**config.mk**
```make
export PLATFORM = sky130hd
export DESIGN_NAME = sdpram_row_reader
export DESIGN_NICKNAME = d
export VERILOG_FILES = /design/src/rtl/sdpram_row_reader.sv
export SDC_FILE = /design/constraint.sdc
export NUM_CORES = 1
export LEC_CHECK = 0
export CAP_MARGIN = 20
export CORE_MARGIN = 5
export CORE_UTILIZATION = 45
export CTS_BUF_LIST = sky130_fd_sc_hd__clkbuf_8
export DETAILED_ROUTE_END_ITERATION = 6
export DONT_BUFFER_PORTS = 1
export PLACE_DENSITY_LB_ADDON = 0.15
export SLEW_MARGIN = 0
export SYNTH_ARGS = -nofsm -noshare
export SYNTH_HDL_FRONTEND = slang
export SYNTH_SLANG_ARGS = --single-unit
```
**constraint.sdc**
```tcl
create_clock -name clk -period 3.15 [get_ports clk]
set_clock_uncertainty 0.1 [all_clocks]
set_input_delay 0.315 -clock clk [delete_from_list [all_inputs] [get_ports clk]]
set_output_delay 0.315 -clock clk [all_outputs]
set_load 0.05 [all_outputs]
```
**src/rtl/sdpram_row_reader.sv**
```systemverilog
// -----------------------------------------------------------------------------
// sdpram_row_reader
// Read-side client for one port of the 32x256 simple dual-port RAM used by the
// matrix engine. A start request captures a base row and a row count, the
// block then reads that many consecutive rows (wrapping modulo the RAM depth)
// and streams them out over a valid/ready interface, tagging the final row.
// The RAM's one-cycle synchronous read latency is absorbed by a 2-entry output
// FIFO, so a transfer runs at one row per cycle while row_ready stays high.
//
// Ports
//   clk        rising-edge clock
//   rst_n      asynchronous active-low reset
//   start      transfer request, sampled only in IDLE
//   base_addr  first row address, captured on accepted start
//   num_rows   row count 0..2**ADDR_W, captured on accepted start
//   ram_addr   RAM read address (registered)
//   ram_wen    RAM write enable, tied low
//   ram_q      RAM read data, valid the cycle after ram_addr is sampled
//   row_data   FIFO head data
//   row_valid  FIFO not empty
//   row_ready  downstream accept
//   row_last   FIFO head is the final row of the transfer
//   busy       transfer in progress (READ or DRAIN)
//   done       one-cycle pulse after the final row handshake
// -----------------------------------------------------------------------------

// Simulation checks on internal invariants of the reader.
module sdpram_row_reader_chk #(
  parameter int ADDR_W = 5
) (
  input logic              clk_i,
  input logic              rst_n_i,
  input logic              start_acc_i,
  input logic [ADDR_W:0]   num_rows_i,
  input logic [1:0]        cnt_i,
  input logic              push_i,
  input logic              pop_i
);
  localparam logic [ADDR_W:0] MAX_ROWS = (ADDR_W+1)'(2**ADDR_W);

  // A transfer longer than the RAM depth is not a legal request.
  a_num_rows_range: assert property (@(posedge clk_i) disable iff (!rst_n_i)
    start_acc_i |-> (num_rows_i <= MAX_ROWS));

  // The issue rule must keep the FIFO from ever taking a third entry.
  a_fifo_no_overflow: assert property (@(posedge clk_i) disable iff (!rst_n_i)
    !((cnt_i == 2'd2) && push_i && !pop_i));
endmodule

module sdpram_row_reader #(
  parameter int DATA_W = 256,
  parameter int ADDR_W = 5
) (
  input  logic              clk,
  input  logic              rst_n,
  input  logic              start,
  input  logic [ADDR_W-1:0] base_addr,
  input  logic [ADDR_W:0]   num_rows,
  output logic [ADDR_W-1:0] ram_addr,
  output logic              ram_wen,
  input  logic [DATA_W-1:0] ram_q,
  output logic [DATA_W-1:0] row_data,
  output logic              row_valid,
  input  logic              row_ready,
  output logic              row_last,
  output logic              busy,
  output logic              done
);
  typedef enum logic [1:0] {
    S_IDLE  = 2'd0,
    S_READ  = 2'd1,
    S_DRAIN = 2'd2,
    S_DONE  = 2'd3
  } state_e;

  localparam logic [ADDR_W:0]   CNT_ONE  = (ADDR_W+1)'(1);
  localparam logic [ADDR_W:0]   CNT_ZERO = (ADDR_W+1)'(0);
  localparam logic [ADDR_W-1:0] ADDR_ONE = ADDR_W'(1);

  state_e            state_q, state_d;
  logic [ADDR_W:0]   num_q, num_d;
  logic [ADDR_W:0]   idx_q, idx_d;
  logic [ADDR_W-1:0] addr_q, addr_d;
  logic              infl_q, infl_d;
  logic              infl_last_q, infl_last_d;
  logic              busy_q, busy_d;
  logic              done_q, done_d;

  logic [DATA_W-1:0] fifo_data_q [2];
  logic [1:0]        fifo_last_q;
  logic              wr_ptr_q, rd_ptr_q;
  logic [1:0]        cnt_q, cnt_d;

  logic              start_acc_s, issue_s, last_issue_s, push_s, pop_s;
  logic [2:0]        occ_s, lim_s;

  assign start_acc_s  = (state_q == S_IDLE) && start;
  assign last_issue_s = (idx_q == (num_q - CNT_ONE));
  // Occupancy counts the in-flight read as already owning a FIFO slot; a slot
  // freed by this cycle's pop can be reused immediately.
  assign occ_s   = {1'b0, cnt_q} + {2'b00, infl_q};
  assign lim_s   = 3'd2 + {2'b00, pop_s};
  assign issue_s = (state_q == S_READ) && (idx_q != num_q) && (occ_s < lim_s);

  assign push_s    = infl_q;
  assign row_valid = (cnt_q != 2'd0);
  assign pop_s     = row_valid && row_ready;
  assign row_data  = fifo_data_q[rd_ptr_q];
  assign row_last  = row_valid && fifo_last_q[rd_ptr_q];

  assign ram_addr = addr_q;
  assign ram_wen  = 1'b0;
  assign busy     = busy_q;
  assign done     = done_q;

  // State register plus registered status outputs.
  always_ff @(posedge clk or negedge rst_n) begin
    if (!rst_n) begin
      state_q <= S_IDLE;
      busy_q  <= 1'b0;
      done_q  <= 1'b0;
    end else begin
      state_q <= state_d;
      busy_q  <= busy_d;
      done_q  <= done_d;
    end
  end

  // Next-state logic.
  always_comb begin
    state_d = state_q;
    case (state_q)
      S_IDLE: begin
        if (start) begin
          state_d = (num_rows == CNT_ZERO) ? S_DONE : S_READ;
        end else begin
          state_d = S_IDLE;
        end
      end
      S_READ: begin
        if (issue_s && last_issue_s) begin
          state_d = S_DRAIN;
        end else begin
          state_d = S_READ;
        end
      end
      S_DRAIN: begin
        if (pop_s && row_last) begin
          state_d = S_DONE;
        end else begin
          state_d = S_DRAIN;
        end
      end
      S_DONE:  state_d = S_IDLE;
      default: state_d = S_IDLE;
    endcase
  end

  // Status outputs decoded from the next state so they register in step with it.
  always_comb begin
    busy_d = 1'b0;
    done_d = 1'b0;
    case (state_d)
      S_READ:  busy_d = 1'b1;
      S_DRAIN: busy_d = 1'b1;
      S_DONE:  done_d = 1'b1;
      default: begin
        busy_d = 1'b0;
        done_d = 1'b0;
      end
    endcase
  end

  // Read issue: ram_addr always holds the address of the next read, so the
  // captured base is on the bus in the first READ cycle.
  always_comb begin
    num_d       = num_q;
    idx_d       = idx_q;
    addr_d      = addr_q;
    infl_d      = 1'b0;
    infl_last_d = 1'b0;
    if (start_acc_s) begin
      num_d  = num_rows;
      idx_d  = CNT_ZERO;
      addr_d = base_addr;
    end else if (issue_s) begin
      idx_d       = idx_q + CNT_ONE;
      infl_d      = 1'b1;
      infl_last_d = last_issue_s;
      // Stop advancing after the final read so the bus rests on the last row.
      if (!last_issue_s) begin
        addr_d = addr_q + ADDR_ONE;
      end else begin
        addr_d = addr_q;
      end
    end else begin
      addr_d = addr_q;
    end
  end

  // Issue-side registers.
  always_ff @(posedge clk or negedge rst_n) begin
    if (!rst_n) begin
      num_q       <= CNT_ZERO;
      idx_q       <= CNT_ZERO;
      addr_q      <= {ADDR_W{1'b0}};
      infl_q      <= 1'b0;
      infl_last_q <= 1'b0;
    end else begin
      num_q       <= num_d;
      idx_q       <= idx_d;
      addr_q      <= addr_d;
      infl_q      <= infl_d;
      infl_last_q <= infl_last_d;
    end
  end

  // FIFO occupancy update; push and pop may coincide.
  always_comb begin
    cnt_d = cnt_q;
    case ({push_s, pop_s})
      2'b10:   cnt_d = cnt_q + 2'd1;
      2'b01:   cnt_d = cnt_q - 2'd1;
      default: cnt_d = cnt_q;
    endcase
  end

  // FIFO storage and pointers; the row_last tag travels with its data.
  always_ff @(posedge clk or negedge rst_n) begin
    if (!rst_n) begin
      for (int k = 0; k < 2; k++) begin
        fifo_data_q[k] <= {DATA_W{1'b0}};
      end
      fifo_last_q <= 2'b00;
      wr_ptr_q    <= 1'b0;
      rd_ptr_q    <= 1'b0;
      cnt_q       <= 2'd0;
    end else begin
      if (push_s) begin
        fifo_data_q[wr_ptr_q] <= ram_q;
        fifo_last_q[wr_ptr_q] <= infl_last_q;
        wr_ptr_q              <= ~wr_ptr_q;
      end
      if (pop_s) begin
        rd_ptr_q <= ~rd_ptr_q;
      end
      cnt_q <= cnt_d;
    end
  end

  sdpram_row_reader_chk #(.ADDR_W(ADDR_W)) u_chk (
    .clk_i       (clk),
    .rst_n_i     (rst_n),
    .start_acc_i (start_acc_s),
    .num_rows_i  (num_rows),
    .cnt_i       (cnt_q),
    .push_i      (push_s),
    .pop_i       (pop_s)
  );
endmodule

```
==> impl_metrics.prom <==
# TYPE chip_impl_metric gauge
chip_impl_info{name="outcome",value="finished with violations"} 1
chip_impl_info{name="failed_checks",value="hold timing, slew limit"} 1
chip_impl_info{name="clk_root_buffer_cell",value="clkbuf_8"} 1
chip_impl_metric{name="fmax",unit="GHz"} 0.350
chip_impl_metric{name="period_utilisation_layout",unit="%"} 90.8
chip_impl_metric{name="cts.sinks",unit=""} 541
chip_impl_metric{name="crit_path_max_fanout",unit=""} 5
chip_impl_info{name="critPathCaptureType",value="flip-flop"} 1
chip_impl_metric{name="report.final.hold_viol_count",unit=""} 541
chip_impl_metric{name="numPortBuffers",unit=""} 0
chip_impl_metric{name="die_height",unit="um"} 238
chip_impl_metric{name="via_count",unit=""} 13638
chip_impl_metric{name="avgSynthCellArea",unit="um^2"} 15.4
chip_impl_metric{name="layout_cells_sized_above_1",unit="%"} 49.1
chip_impl_metric{name="yosysWarningCount",unit=""} 0
chip_impl_metric{name="share_of_synthesized_area_occupied_by_flip_flops_and_latches",unit="%"} 58.0
chip_impl_metric{name="synthToLayoutAreaGrowth",unit="%"} 23.3
chip_impl_metric{name="minimum_period_implied_by_the_final_worst_setup_slack",unit="ps"} 2860
chip_impl_metric{name="cap_violations",unit=""} 0
chip_impl_info{name="min-delay-path-class",value="in2async"} 1
chip_impl_metric{name="gp_congestion",unit=""} 0.791
chip_impl_info{name="tritoncts_clock_tree",value="done"} 1
chip_impl_metric{name="detail-route-antenna-nets",unit=""} 0
chip_impl_metric{name="finalSetupTns",unit="ps"} 0
chip_impl_metric{name="cts_buffers",unit=""} 92
chip_impl_metric{name="floorplan.die_area",unit="um^2"} 56600
chip_impl_metric{name="asyncSetResetFlopFracSynth",unit="%"} 100
chip_impl_metric{name="register_to_register_setup_slack",unit="ps"} 290
chip_impl_metric{name="drt-total-wl",unit="mm"} 58.5
chip_impl_metric{name="clk_pin_slew_worst_paths",unit="ps"} 60
chip_impl_metric{name="setup_viol_count_final",unit=""} 0
chip_impl_metric{name="cts_hold_buf",unit=""} 278
chip_impl_metric{name="grt_pass1_vias",unit=""} 15287
chip_impl_info{name="netlist_top_cells_area",value="dfrtp_1, mux2_2, clkbuf_1, buf_2, xnor2_1"} 1
chip_impl_metric{name="drt_first_pass_iters",unit=""} 4
chip_impl_info{name="crit_type",value="reg2reg"} 1
chip_impl_metric{name="worstRegToRegCells",unit=""} 9
chip_impl_metric{name="whs",unit="ps"} -741
chip_impl_metric{name="cp_data_arrival_time",unit="ps"} 3280
chip_impl_metric{name="detail_route.iter0.violations",unit=""} 484
chip_impl_metric{name="synth_cell_type_count",unit=""} 37
chip_impl_info{name="reg2reg_from",value="num_q[0]"} 1
chip_impl_metric{name="drv_slew",unit=""} 253
chip_impl_metric{name="cts_repair_resize_count",unit=""} 0
chip_impl_metric{name="grt_remaining_overflow",unit=""} 0
chip_impl_metric{name="clockBufferDepth",unit=""} 3
chip_impl_metric{name="antenna_found_initial",unit=""} 13
chip_impl_metric{name="ys_seq_elements",unit=""} 541
chip_impl_metric{name="syn-instance-count",unit=""} 1521
chip_impl_info{name="ys_dominant_reg_cell",value="dfrtp_1"} 1
chip_impl_info{name="rsz0062_at_grt",value="false"} 1
chip_impl_metric{name="hpwl",unit="mm"} 39.5
chip_impl_info{name="final_common_cell",value="mux2_2"} 1
chip_impl_metric{name="via_per_inst",unit=""} 5.29
chip_impl_info{name="crit_start",value="num_q[0]"} 1
chip_impl_info{name="worst_setup_path_start_kind",value="flip-flop"} 1
chip_impl_metric{name="grt.total_usage",unit="%"} 20.2
chip_impl_metric{name="cp.required",unit="ps"} 3570
chip_impl_metric{name="grt_max_degree",unit=""} 542
chip_impl_metric{name="post_cts_buffers",unit=""} 0
chip_impl_metric{name="fp.coreArea",unit="um^2"} 51400
chip_impl_info{name="r2r-end",value="ram_addr[1]"} 1
chip_impl_metric{name="count_of_boundary_i_o_pins",unit=""} 537
chip_impl_metric{name="die-width",unit="um"} 238
chip_impl_metric{name="later_pin_clock_latency_in_the_skew_report",unit="ps"} 650
chip_impl_metric{name="wl_per_cell",unit="um"} 22.7
chip_impl_metric{name="timing_worst_slew_pin_value",unit="ps"} 2150
chip_impl_info{name="mostFrequentLayoutCells",value="mux2_2, dfrtp_1, dlygate4sd3_1"} 1
chip_impl_metric{name="grt_first_pass_wirelength",unit="mm"} 90.6
chip_impl_metric{name="initial_core_util",unit="%"} 45.4
chip_impl_metric{name="h_tree_lvl_count",unit=""} 3
chip_impl_metric{name="netlist_area",unit="um^2"} 23400
chip_impl_metric{name="drt_drc_violations_left",unit=""} 0
chip_impl_metric{name="slew-limit-headroom",unit="%"} -43.4
chip_impl_metric{name="synth_top_area_share",unit="%"} 58.0
chip_impl_metric{name="synth_edf_count",unit=""} 0
chip_impl_metric{name="row_count",unit=""} 83
chip_impl_metric{name="synthesized_nets",unit=""} 1799
chip_impl_metric{name="final_net_count",unit=""} 2103
chip_impl_info{name="post-synth-top-area-cell",value="dfrtp_1"} 1
==> metrics by stage <==
step,setup slack [ps],util (%),area [um^2],cells
6_report,289,56.0,28800,2577
4_1_cts,323,56.0,28800,2567
3_3_place_gp,611,47.0,24200,2133
3_5_place_dp,541,47.0,24200,2133
2_1_floorplan,774,-,23400,1521
5_1_grt,81.4,56.0,28800,2575
==> state kept, by name (all words and copies together), names as in the netlist, 2 cells and up <==
register / flops
cnt_q: 2
idx_q: 6
ram_addr: 5
fifo_last_q: 2
num_q: 6
state_q: 2
fifo_data_q: 512
==> worst max-delay path by stage <==
| stage | end | slack [ps] | cells past startpoint |
|---|---|---|---|
| 4_1_cts | ram_addr[1] | 320 | 9 |
| 3_5_place_dp | busy | 540 | 8 |
| 2_1_floorplan | busy | 770 | 8 |
| 6_report | ram_addr[1] | 290 | 9 |
| 3_3_place_gp | busy | 610 | 8 |
| 5_1_grt | ram_addr[1] | 80 | 9 |
==> kinds of logic after synthesis <==
| kind of cell | after synthesis | share of synthesized area, % |
|---|---|---|
| xor+xnor | 20 | 0.750 |
| mux | 772 | 37.2 |
| flops | 541 | 58.0 |
| other cells | 1 | 0.0161 |
| simple gates | 58 | 1.18 |
| fa+ha+maj | 7 | 0.375 |
| buf+inv | 97 | 1.74 |
| compound gates | 25 | 0.782 |
==> area by class of cell <==
| class | instances | area [um^2] |
|---|---|---|
| Fill cell | 4142 | 22600 |
| Sequential cell | 541 | 13500 |
| Multi-Input combinational cell | 883 | 9430 |
| Timing Repair Buffer | 299 | 3090 |
| Clock buffer | 116 | 1600 |
| Tap cell | 680 | 851 |
| Clock inverter | 40 | 240 |
| Inverter | 8 | 30.0 |
| Antenna cell | 10 | 25.0 |
==> layer usage <==
| layer | global-route usage [%] | up-vias | part of all wire, % |
|---|---|---|---|
| li1 | - | 6057 | - |
| met1 | 23.6 | 6999 | 39 |
| met2 | 33.3 | 447 | 49 |
| met3 | 8.40 | 129 | 8.5 |
| met4 | 8.12 | 6 | 4.0 |
| met5 | 0 | - | 0.058 |
==> critical path, stage by stage, from the launching register on <==
cell	delay, ps
dfrtp_1	400
inv_1	80
ha_1	240
nand2b_1	170
o211a_1	140
o31ai_1	530
a21oi_1	250
mux2i_1	190
a21oi_1	80
dlygate4sd3_1	570
==> cells in the mapped netlist (3+ instances only) <==
cell type,number
mux2_2,770
dfrtp_1,541
clkbuf_1,61
nand2_1,25
buf_2,24
xnor2_1,13
nor2_1,11
o21ai_0,10
inv_1,8
ha_1,7
xor2_1,7
a21oi_1,5
nand3_1,5
nand4_1,4
a211oi_1,3
Power is not shown: default switching activity piles up to over one toggle a cycle in this logic, so the estimate is an artifact.
